## src/rtl/comma_aligner_if.sv

```systemverilog
// ============================================================================
// Module   : comma_aligner_if
// Brief    : Valid/ready stream bundle (tdata/tvalid/tready) with master and
//            slave views. Used for both the raw and the aligned side.
// Revision : 1.0 - initial release
// ============================================================================
`default_nettype none

interface comma_aligner_if #(
   parameter int WIDTH = 8
) ();
   logic [WIDTH-1:0] tdata;
   logic             tvalid;
   logic             tready;

   modport master (
      output tdata,
      output tvalid,
      input  tready
   );

   modport slave (
      input  tdata,
      input  tvalid,
      output tready
   );
endinterface

`default_nettype wire

```

## src/rtl/comma_aligner.sv

```systemverilog
// ============================================================================
// Module   : comma_aligner (with helper priority_encoder)
// Brief    : Searches every bit offset of a raw deserialized stream for
//            SYNC_WORD, locks with hysteresis and forwards re-aligned words.
//            Optional macro COMMA_ALIGNER_SYNC_STRIP_EN drops aligned words
//            equal to SYNC_WORD instead of forwarding them.
// Revision : 1.0 - initial release
// ============================================================================
`default_nettype none

module priority_encoder #(
   parameter int WIDTH = 8
) (
   input  logic [WIDTH-1:0]         req_i,
   output logic [$clog2(WIDTH)-1:0] idx_o,
   output logic                     valid_o
);
   localparam int c_ow = $clog2(WIDTH);

   // Scanning downward leaves the lowest set index as the final winner.
   always_comb begin
      idx_o   = '0;
      valid_o = 1'b0;
      for (int i = WIDTH - 1; i >= 0; i--) begin
         if (req_i[i]) begin
            idx_o   = c_ow'(i);
            valid_o = 1'b1;
         end
      end
   end
endmodule

module comma_aligner #(
   parameter int               WIDTH        = 8,
   parameter logic [WIDTH-1:0] SYNC_WORD    = 8'hBC,
   parameter int               LOCK_COUNT   = 4,
   parameter int               UNLOCK_COUNT = 4
) (
   input  logic                     clk,
   input  logic                     rst,
   comma_aligner_if.slave           s_axis,
   comma_aligner_if.master          m_axis,
   output logic                     locked,
   output logic [$clog2(WIDTH)-1:0] offset
);
   localparam int c_ow      = $clog2(WIDTH);
   localparam int c_cnt_max = (LOCK_COUNT > UNLOCK_COUNT) ? LOCK_COUNT : UNLOCK_COUNT;
   localparam int c_cw      = $clog2(c_cnt_max + 1);

   localparam logic [c_cw-1:0] c_cnt_one    = c_cw'(1);
   localparam logic [c_cw-1:0] c_lock_max   = c_cw'(LOCK_COUNT);
   localparam logic [c_cw-1:0] c_lock_m1    = c_cw'(LOCK_COUNT - 1);
   localparam logic [c_cw-1:0] c_unlock_max = c_cw'(UNLOCK_COUNT);
   localparam logic [c_cw-1:0] c_unlock_m1  = c_cw'(UNLOCK_COUNT - 1);

   localparam logic [1:0] c_search = 2'd0;
   localparam logic [1:0] c_verify = 2'd1;
   localparam logic [1:0] c_locked = 2'd2;

   logic [1:0]         state_q,  state_d;
   logic [c_ow-1:0]    offset_q, offset_d;
   logic [c_cw-1:0]    cnt_q,    cnt_d;
   logic [c_cw-1:0]    miss_q,   miss_d;
   logic [WIDTH-1:0]   prev_q;
   logic               primed_q;
   logic               locked_q, locked_d;
   logic               tvalid_q, tvalid_d;
   logic [WIDTH-1:0]   tdata_q,  tdata_d;

   logic               w_accept;
   logic [2*WIDTH-1:0] w_win;
   logic [WIDTH-1:0]   w_match;
   logic [c_ow-1:0]    w_sel;
   logic               w_any;
   logic               w_hit;
   logic               w_miss;
   logic [WIDTH-1:0]   w_aligned;
   logic               w_fwd;

   assign s_axis.tready = !tvalid_q || m_axis.tready;
   assign w_accept      = s_axis.tvalid && s_axis.tready;

   // Newest word sits above the previous one, so low offsets favour older bits.
   assign w_win = {s_axis.tdata, prev_q};

   generate
      for (genvar k = 0; k < WIDTH; k++) begin : g_match
         assign w_match[k] = primed_q && (w_win[k +: WIDTH] == SYNC_WORD);
      end
   endgenerate

   priority_encoder #(
      .WIDTH (WIDTH)
   ) u_prio (
      .req_i   (w_match),
      .idx_o   (w_sel),
      .valid_o (w_any)
   );

   assign w_hit     = w_match[offset_q];
   assign w_miss    = w_any && !w_hit;
   assign w_aligned = w_win[offset_q +: WIDTH];

   always_ff @(posedge clk) begin
      if (rst) begin
         state_q <= c_search;
      end else begin
         state_q <= state_d;
      end
   end

   // Beats with no match anywhere are neutral and leave counters untouched.
   always_comb begin
      state_d  = state_q;
      offset_d = offset_q;
      cnt_d    = cnt_q;
      miss_d   = miss_q;
      if (w_accept) begin
         case (state_q)
            c_search: begin
               if (w_any) begin
                  offset_d = w_sel;
                  cnt_d    = c_cnt_one;
                  miss_d   = '0;
                  state_d  = (LOCK_COUNT == 1) ? c_locked : c_verify;
               end
            end
            c_verify: begin
               if (w_hit) begin
                  if (cnt_q >= c_lock_m1) begin
                     cnt_d   = c_lock_max;
                     miss_d  = '0;
                     state_d = c_locked;
                  end else begin
                     cnt_d = cnt_q + c_cnt_one;
                  end
               end else if (w_miss) begin
                  offset_d = w_sel;
                  cnt_d    = c_cnt_one;
               end
            end
            c_locked: begin
               if (w_hit) begin
                  miss_d = '0;
               end else if (w_miss) begin
                  if (miss_q >= c_unlock_m1) begin
                     miss_d  = c_unlock_max;
                     state_d = c_search;
                  end else begin
                     miss_d = miss_q + c_cnt_one;
                  end
               end
            end
            default: begin
               state_d = c_search;
            end
         endcase
      end
   end

   always_comb begin
`ifdef COMMA_ALIGNER_SYNC_STRIP_EN
      w_fwd = w_accept && (state_q == c_locked) && (w_aligned != SYNC_WORD);
`else
      w_fwd = w_accept && (state_q == c_locked);
`endif
      tvalid_d = tvalid_q;
      tdata_d  = tdata_q;
      if (w_fwd) begin
         tvalid_d = 1'b1;
         tdata_d  = w_aligned;
      end else if (m_axis.tready) begin
         tvalid_d = 1'b0;
      end
      locked_d = (state_d == c_locked);
   end

   always_ff @(posedge clk) begin
      if (rst) begin
         offset_q <= '0;
         cnt_q    <= '0;
         miss_q   <= '0;
         prev_q   <= '0;
         primed_q <= 1'b0;
         locked_q <= 1'b0;
         tvalid_q <= 1'b0;
         tdata_q  <= '0;
      end else begin
         offset_q <= offset_d;
         cnt_q    <= cnt_d;
         miss_q   <= miss_d;
         locked_q <= locked_d;
         tvalid_q <= tvalid_d;
         tdata_q  <= tdata_d;
         if (w_accept) begin
            prev_q   <= s_axis.tdata;
            primed_q <= 1'b1;
         end
      end
   end

   assign m_axis.tvalid = tvalid_q;
   assign m_axis.tdata  = tdata_q;
   assign locked        = locked_q;
   assign offset        = offset_q;

endmodule

`default_nettype wire
```

## src/flat_wrapper.sv

```systemverilog
// flat-port wrapper written by rule: the top's interface ports become plain ports
module comma_aligner_flat 
#(
   parameter int               WIDTH        = 8,
   parameter logic [WIDTH-1:0] SYNC_WORD    = 8'hBC,
   parameter int               LOCK_COUNT   = 4,
   parameter int               UNLOCK_COUNT = 4
)
  (clk, rst, locked, offset, s_axis_tdata, s_axis_tvalid, s_axis_tready, m_axis_tdata, m_axis_tvalid, m_axis_tready);
  comma_aligner_if #(.WIDTH(WIDTH)) s_axis_i ();
  comma_aligner_if #(.WIDTH(WIDTH)) m_axis_i ();
  input  logic clk;
  input  logic rst;
  output logic locked;
  output logic [$clog2(WIDTH)-1:0] offset;
  input wire logic [$bits(s_axis_i.tdata)-1:0] s_axis_tdata;
  input wire logic [$bits(s_axis_i.tvalid)-1:0] s_axis_tvalid;
  output wire logic [$bits(s_axis_i.tready)-1:0] s_axis_tready;
  output wire logic [$bits(m_axis_i.tdata)-1:0] m_axis_tdata;
  output wire logic [$bits(m_axis_i.tvalid)-1:0] m_axis_tvalid;
  input wire logic [$bits(m_axis_i.tready)-1:0] m_axis_tready;
  assign s_axis_i.tdata = s_axis_tdata;
  assign s_axis_i.tvalid = s_axis_tvalid;
  assign s_axis_tready = s_axis_i.tready;
  assign m_axis_tdata = m_axis_i.tdata;
  assign m_axis_tvalid = m_axis_i.tvalid;
  assign m_axis_i.tready = m_axis_tready;
  comma_aligner #(.WIDTH(WIDTH), .SYNC_WORD(SYNC_WORD), .LOCK_COUNT(LOCK_COUNT), .UNLOCK_COUNT(UNLOCK_COUNT)) u_core (.clk(clk), .rst(rst), .s_axis(s_axis_i), .m_axis(m_axis_i), .locked(locked), .offset(offset));
endmodule
```

## config.mk

```make
export PLATFORM = sky130hd
export DESIGN_NAME = comma_aligner_flat
export DESIGN_NICKNAME = d
export VERILOG_FILES = /design/src/rtl/comma_aligner_if.sv /design/src/rtl/comma_aligner.sv /design/src/flat_wrapper.sv
export SDC_FILE = /design/constraint.sdc
export NUM_CORES = 1
export LEC_CHECK = 0
export ABC_AREA = 0
export CAP_MARGIN = 20
export CORE_ASPECT_RATIO = 0.9
export CORE_MARGIN = 5
export CORE_UTILIZATION = 30
export DETAILED_ROUTE_END_ITERATION = 7
export REMOVE_ABC_BUFFERS = 1
export SYNTH_ARGS = -nofsm -noshare
export SYNTH_HDL_FRONTEND = slang
export SYNTH_SLANG_ARGS = --single-unit
```

## constraint.sdc

```tcl
create_clock -name clk -period 4.8 [get_ports clk]
set_input_delay 0.48 -clock clk [delete_from_list [all_inputs] [get_ports clk]]
set_output_delay 0.48 -clock clk [all_outputs]
set_load 0.01 [all_outputs]
```

==> flow_metrics.env <==
export IMPL_drive_gt1_frac=0.0956
export IMPL_initial_utilization=0.311
export IMPL_pre_cts_slack_ns=1.90
export IMPL_critPathArrivalTime_ns=2.80
export IMPL_htree_levels=2
export IMPL_ys_ff_latch=30
export IMPL_yosysSeqAreaShare=0.312
export IMPL_gr_usage_all_layers=0.124
export IMPL_root_buffer="clkbuf_8"
export IMPL_final_cell_mix="nand2_1, dfxtp_1, clkdlybuf4s50_1"
export IMPL_setup_viol=0
export IMPL_via_count=1766
export IMPL_detail_route_wl_per_cell_um=14.1
export IMPL_synth_edf_count=0
export IMPL_io_pin_count=26
export IMPL_worst_pin_slew_ns=0.941
export IMPL_path_buf_inv=1
export IMPL_async_flop_share=0
export IMPL_fmax_ghz=0.378
export IMPL_netlist_area_um2=1920
export IMPL_dieArea_um2=8110
export IMPL_dieHeight_um=86.0
export IMPL_drtIter0Drc=132
export IMPL_globalplace_congestion=0.856
export IMPL_ys_warnings_count=0
export IMPL_fillers=642
export IMPL_antenna_cells=0
export IMPL_start_kind="flip-flop"
export IMPL_grt_met1_usage=0.181
export IMPL_fin_area_um2=2310
export IMPL_grtUsageMet3=0.0447
export IMPL_cts_tree="yes"
export IMPL_cp_slowest_cell="dfxtp_1"
export IMPL_dpl_hpwl_mm=3.55
export IMPL_hp_class="reg -> reg"
export IMPL_clockBufferDepth=2
export IMPL_final_util=0.374
export IMPL_cts_hold_buf=0
export IMPL_power_mw=0.517
export IMPL_final_common_cell="nand2_1"
export IMPL_cts_resized_gates=0
export IMPL_numCtsBuffers=5
export IMPL_synthToLayoutAreaGrowth_pct=20.4
export IMPL_skew_ns=0.00631
export IMPL_die_x_um=94.4
export IMPL_peakVddDrop_mv=0.0890
export IMPL_place_port_buffers=25
export IMPL_endpoint_kind="flip-flop"
export IMPL_hold_violations=0
export IMPL_place_area_um2=2230
export IMPL_drcViolationCount=0
export IMPL_rows=27
export IMPL_fin_setup_tns_ns=0
export IMPL_timing_slew_headroom=0.372
export IMPL_ys_flop_type="dfxtp_1"
export IMPL_met2_usage=0.168
export IMPL_timing_final_crit_period_ns=2.65
export IMPL_antenna_found_initial=0
export IMPL_grt_max_degree=26
export IMPL_p_leak_nw=0.779
export IMPL_crit_family="compound AO/OA/AOI/OAI gates"
export IMPL_worstPathCellList="inv_1, nand2b_1, o22ai_1, a221o_1, a311oi_2, nor4b_1, nor3_1"
export IMPL_crit_path_max_incr_delay_ns=0.65
export IMPL_period_share=0.552
export IMPL_grt_pass1_vias=1606
export IMPL_cts_clk_slew_worst_paths_ns=0.06
export IMPL_busiest_layer="met1"
export IMPL_drt_first_pass_iters=4
export IMPL_max_cap_violations=0
export IMPL_syn_area_per_cell_um2=8.25
export IMPL_wl_mm=4.78
export IMPL_yosysUniqueCellTypes=49
export IMPL_slew_violations=0
export IMPL_critical_path_required_ns=4.96
export IMPL_final_antenna_net_count=0
export IMPL_nets=268
export IMPL_insertion_delay_ns=0.28
export IMPL_core_area_um2=6180
export IMPL_rsz0062_at_grt="false"
export IMPL_cts_sinks=30
export IMPL_drt_vias_per_instance=5.22
export IMPL_synthCells=233
export IMPL_path_max_fanout=12
export IMPL_worst_setup_path_type="reg -> reg"
export IMPL_status="complete, no violations"
export IMPL_grt_ovfl_total=0
export IMPL_grt_pass1_wl_mm=7.87
export IMPL_p_per_area_nw_per_um2=223
export IMPL_post_cts_buffers=0
export IMPL_worst_slack_ns=2.15
-- state kept, by name, indices dropped and copies added, names as in the netlist --
signal	flops
u_core.locked	1
u_core.cnt_q	3
u_core.m_axis.tvalid	1
u_core.primed_q	1
u_core.miss_q	3
u_core.m_axis.tdata	8
u_core.prev_q	8
u_core.state_q	2
u_core.offset	3
-- cell usage after synthesis (2+ instances only) --
library cell / number / area (um^2)
o21ai_0: 6 / 30.0
o22ai_1: 2 / 12.5
nand2b_1: 4 / 25.0
ha_1: 4 / 50.1
mux2i_1: 13 / 130
nand2_1: 40 / 150
dfxtp_1: 30 / 601
nand4_1: 3 / 18.8
inv_1: 5 / 18.8
nor4_1: 2 / 12.5
and3_1: 2 / 12.5
clkbuf_1: 10 / 37.5
nand3b_1: 3 / 22.5
nor3_1: 2 / 10.0
mux4_2: 5 / 113
buf_2: 4 / 20.0
a21oi_1: 19 / 95.1
nor2b_1: 4 / 25.0
or3_1: 4 / 25.0
a31oi_1: 2 / 12.5
nor2_1: 21 / 78.8
and4bb_2: 2 / 25.0
nand3_1: 5 / 25.0
a31o_1: 2 / 17.5
a211oi_1: 12 / 90.1
o211a_1: 3 / 30.0
nand4b_1: 2 / 17.5
-- worst register-to-register path: cells and delay by family, from the launching register on --
family | cells | cell delay, ns
DFF | 1 | 0.65
AOI/OAI and AO/OA | 3 | 0.95
buffers and inverters | 1 | 0.35
and+or+nand+nor | 3 | 0.57
-- kinds of logic after synthesis --
family	count (synthesis)	share of synthesized area
fa+ha+maj	4	0.0260
buf+inv	19	0.0397
flops	30	0.312
simple gates	103	0.280
mux	18	0.126
compound gates	59	0.215
-- where the power goes --
part | internal (mW) | leakage (nW) | switching, mW | total [mW]
Clock | 0.110 | 0.0431 | 0.0883 | 0.199
Combinational | 0.0251 | 0.492 | 0.0291 | 0.0542
Sequential | 0.255 | 0.244 | 0.00981 | 0.264
-- per-stage QoR --
| stage | hold WS (ns) | instances |
|---|---|---|
| after floorplan | 0.437 | 219 |
| final | 0.477 | 338 |
| after detailed placement | 0.471 | 332 |
| after global placement | 0.463 | 332 |
| after global routing | 0.504 | 338 |
| after CTS | 0.480 | 338 |
-- final cells by class --
| type | count | area (um^2) | share of cell area |
|---|---|---|---|
| repair buffers | 26 | 258 | 0.111 |
| well taps | 87 | 109 | 0.0470 |
| clock buffers | 6 | 82.6 | 0.0357 |
| inverters | 5 | 18.8 | 0.00811 |
| multi-input cells | 184 | 1250 | 0.538 |
| flip-flops and latches | 30 | 601 | 0.259 |
-- metal layers --
metal / wire length [um] / up-vias / part of all wire
met3: 298 / 4 / 0.062
li1: - / 900 / -
met2: 1920 / 54 / 0.40
met5: 0 / - / 0
met4: 46 / 0 / 0.0096
met1: 2520 / 808 / 0.53
-- worst paths after layout --
| check | startpoint | to | slack (ns) | cells past startpoint |
|---|---|---|---|---|
| hold / removal | u_core.prev_q[0]$_SDFFE_PP0P_ | u_core.prev_q[0]$_SDFFE_PP0P_ | 0.48 | 2 |
| setup reg to reg | u_core.offset[0]$_SDFFE_PP0P_ | u_core.offset[0]$_SDFFE_PP0P_ | 2.15 | 7 |
| setup / recovery | u_core.offset[0]$_SDFFE_PP0P_ | u_core.offset[0]$_SDFFE_PP0P_ | 2.15 | 7 |
| hold reg to reg | u_core.prev_q[0]$_SDFFE_PP0P_ | u_core.prev_q[0]$_SDFFE_PP0P_ | 0.48 | 2 |
No activity file was read; power rests on OpenSTA's default activity.
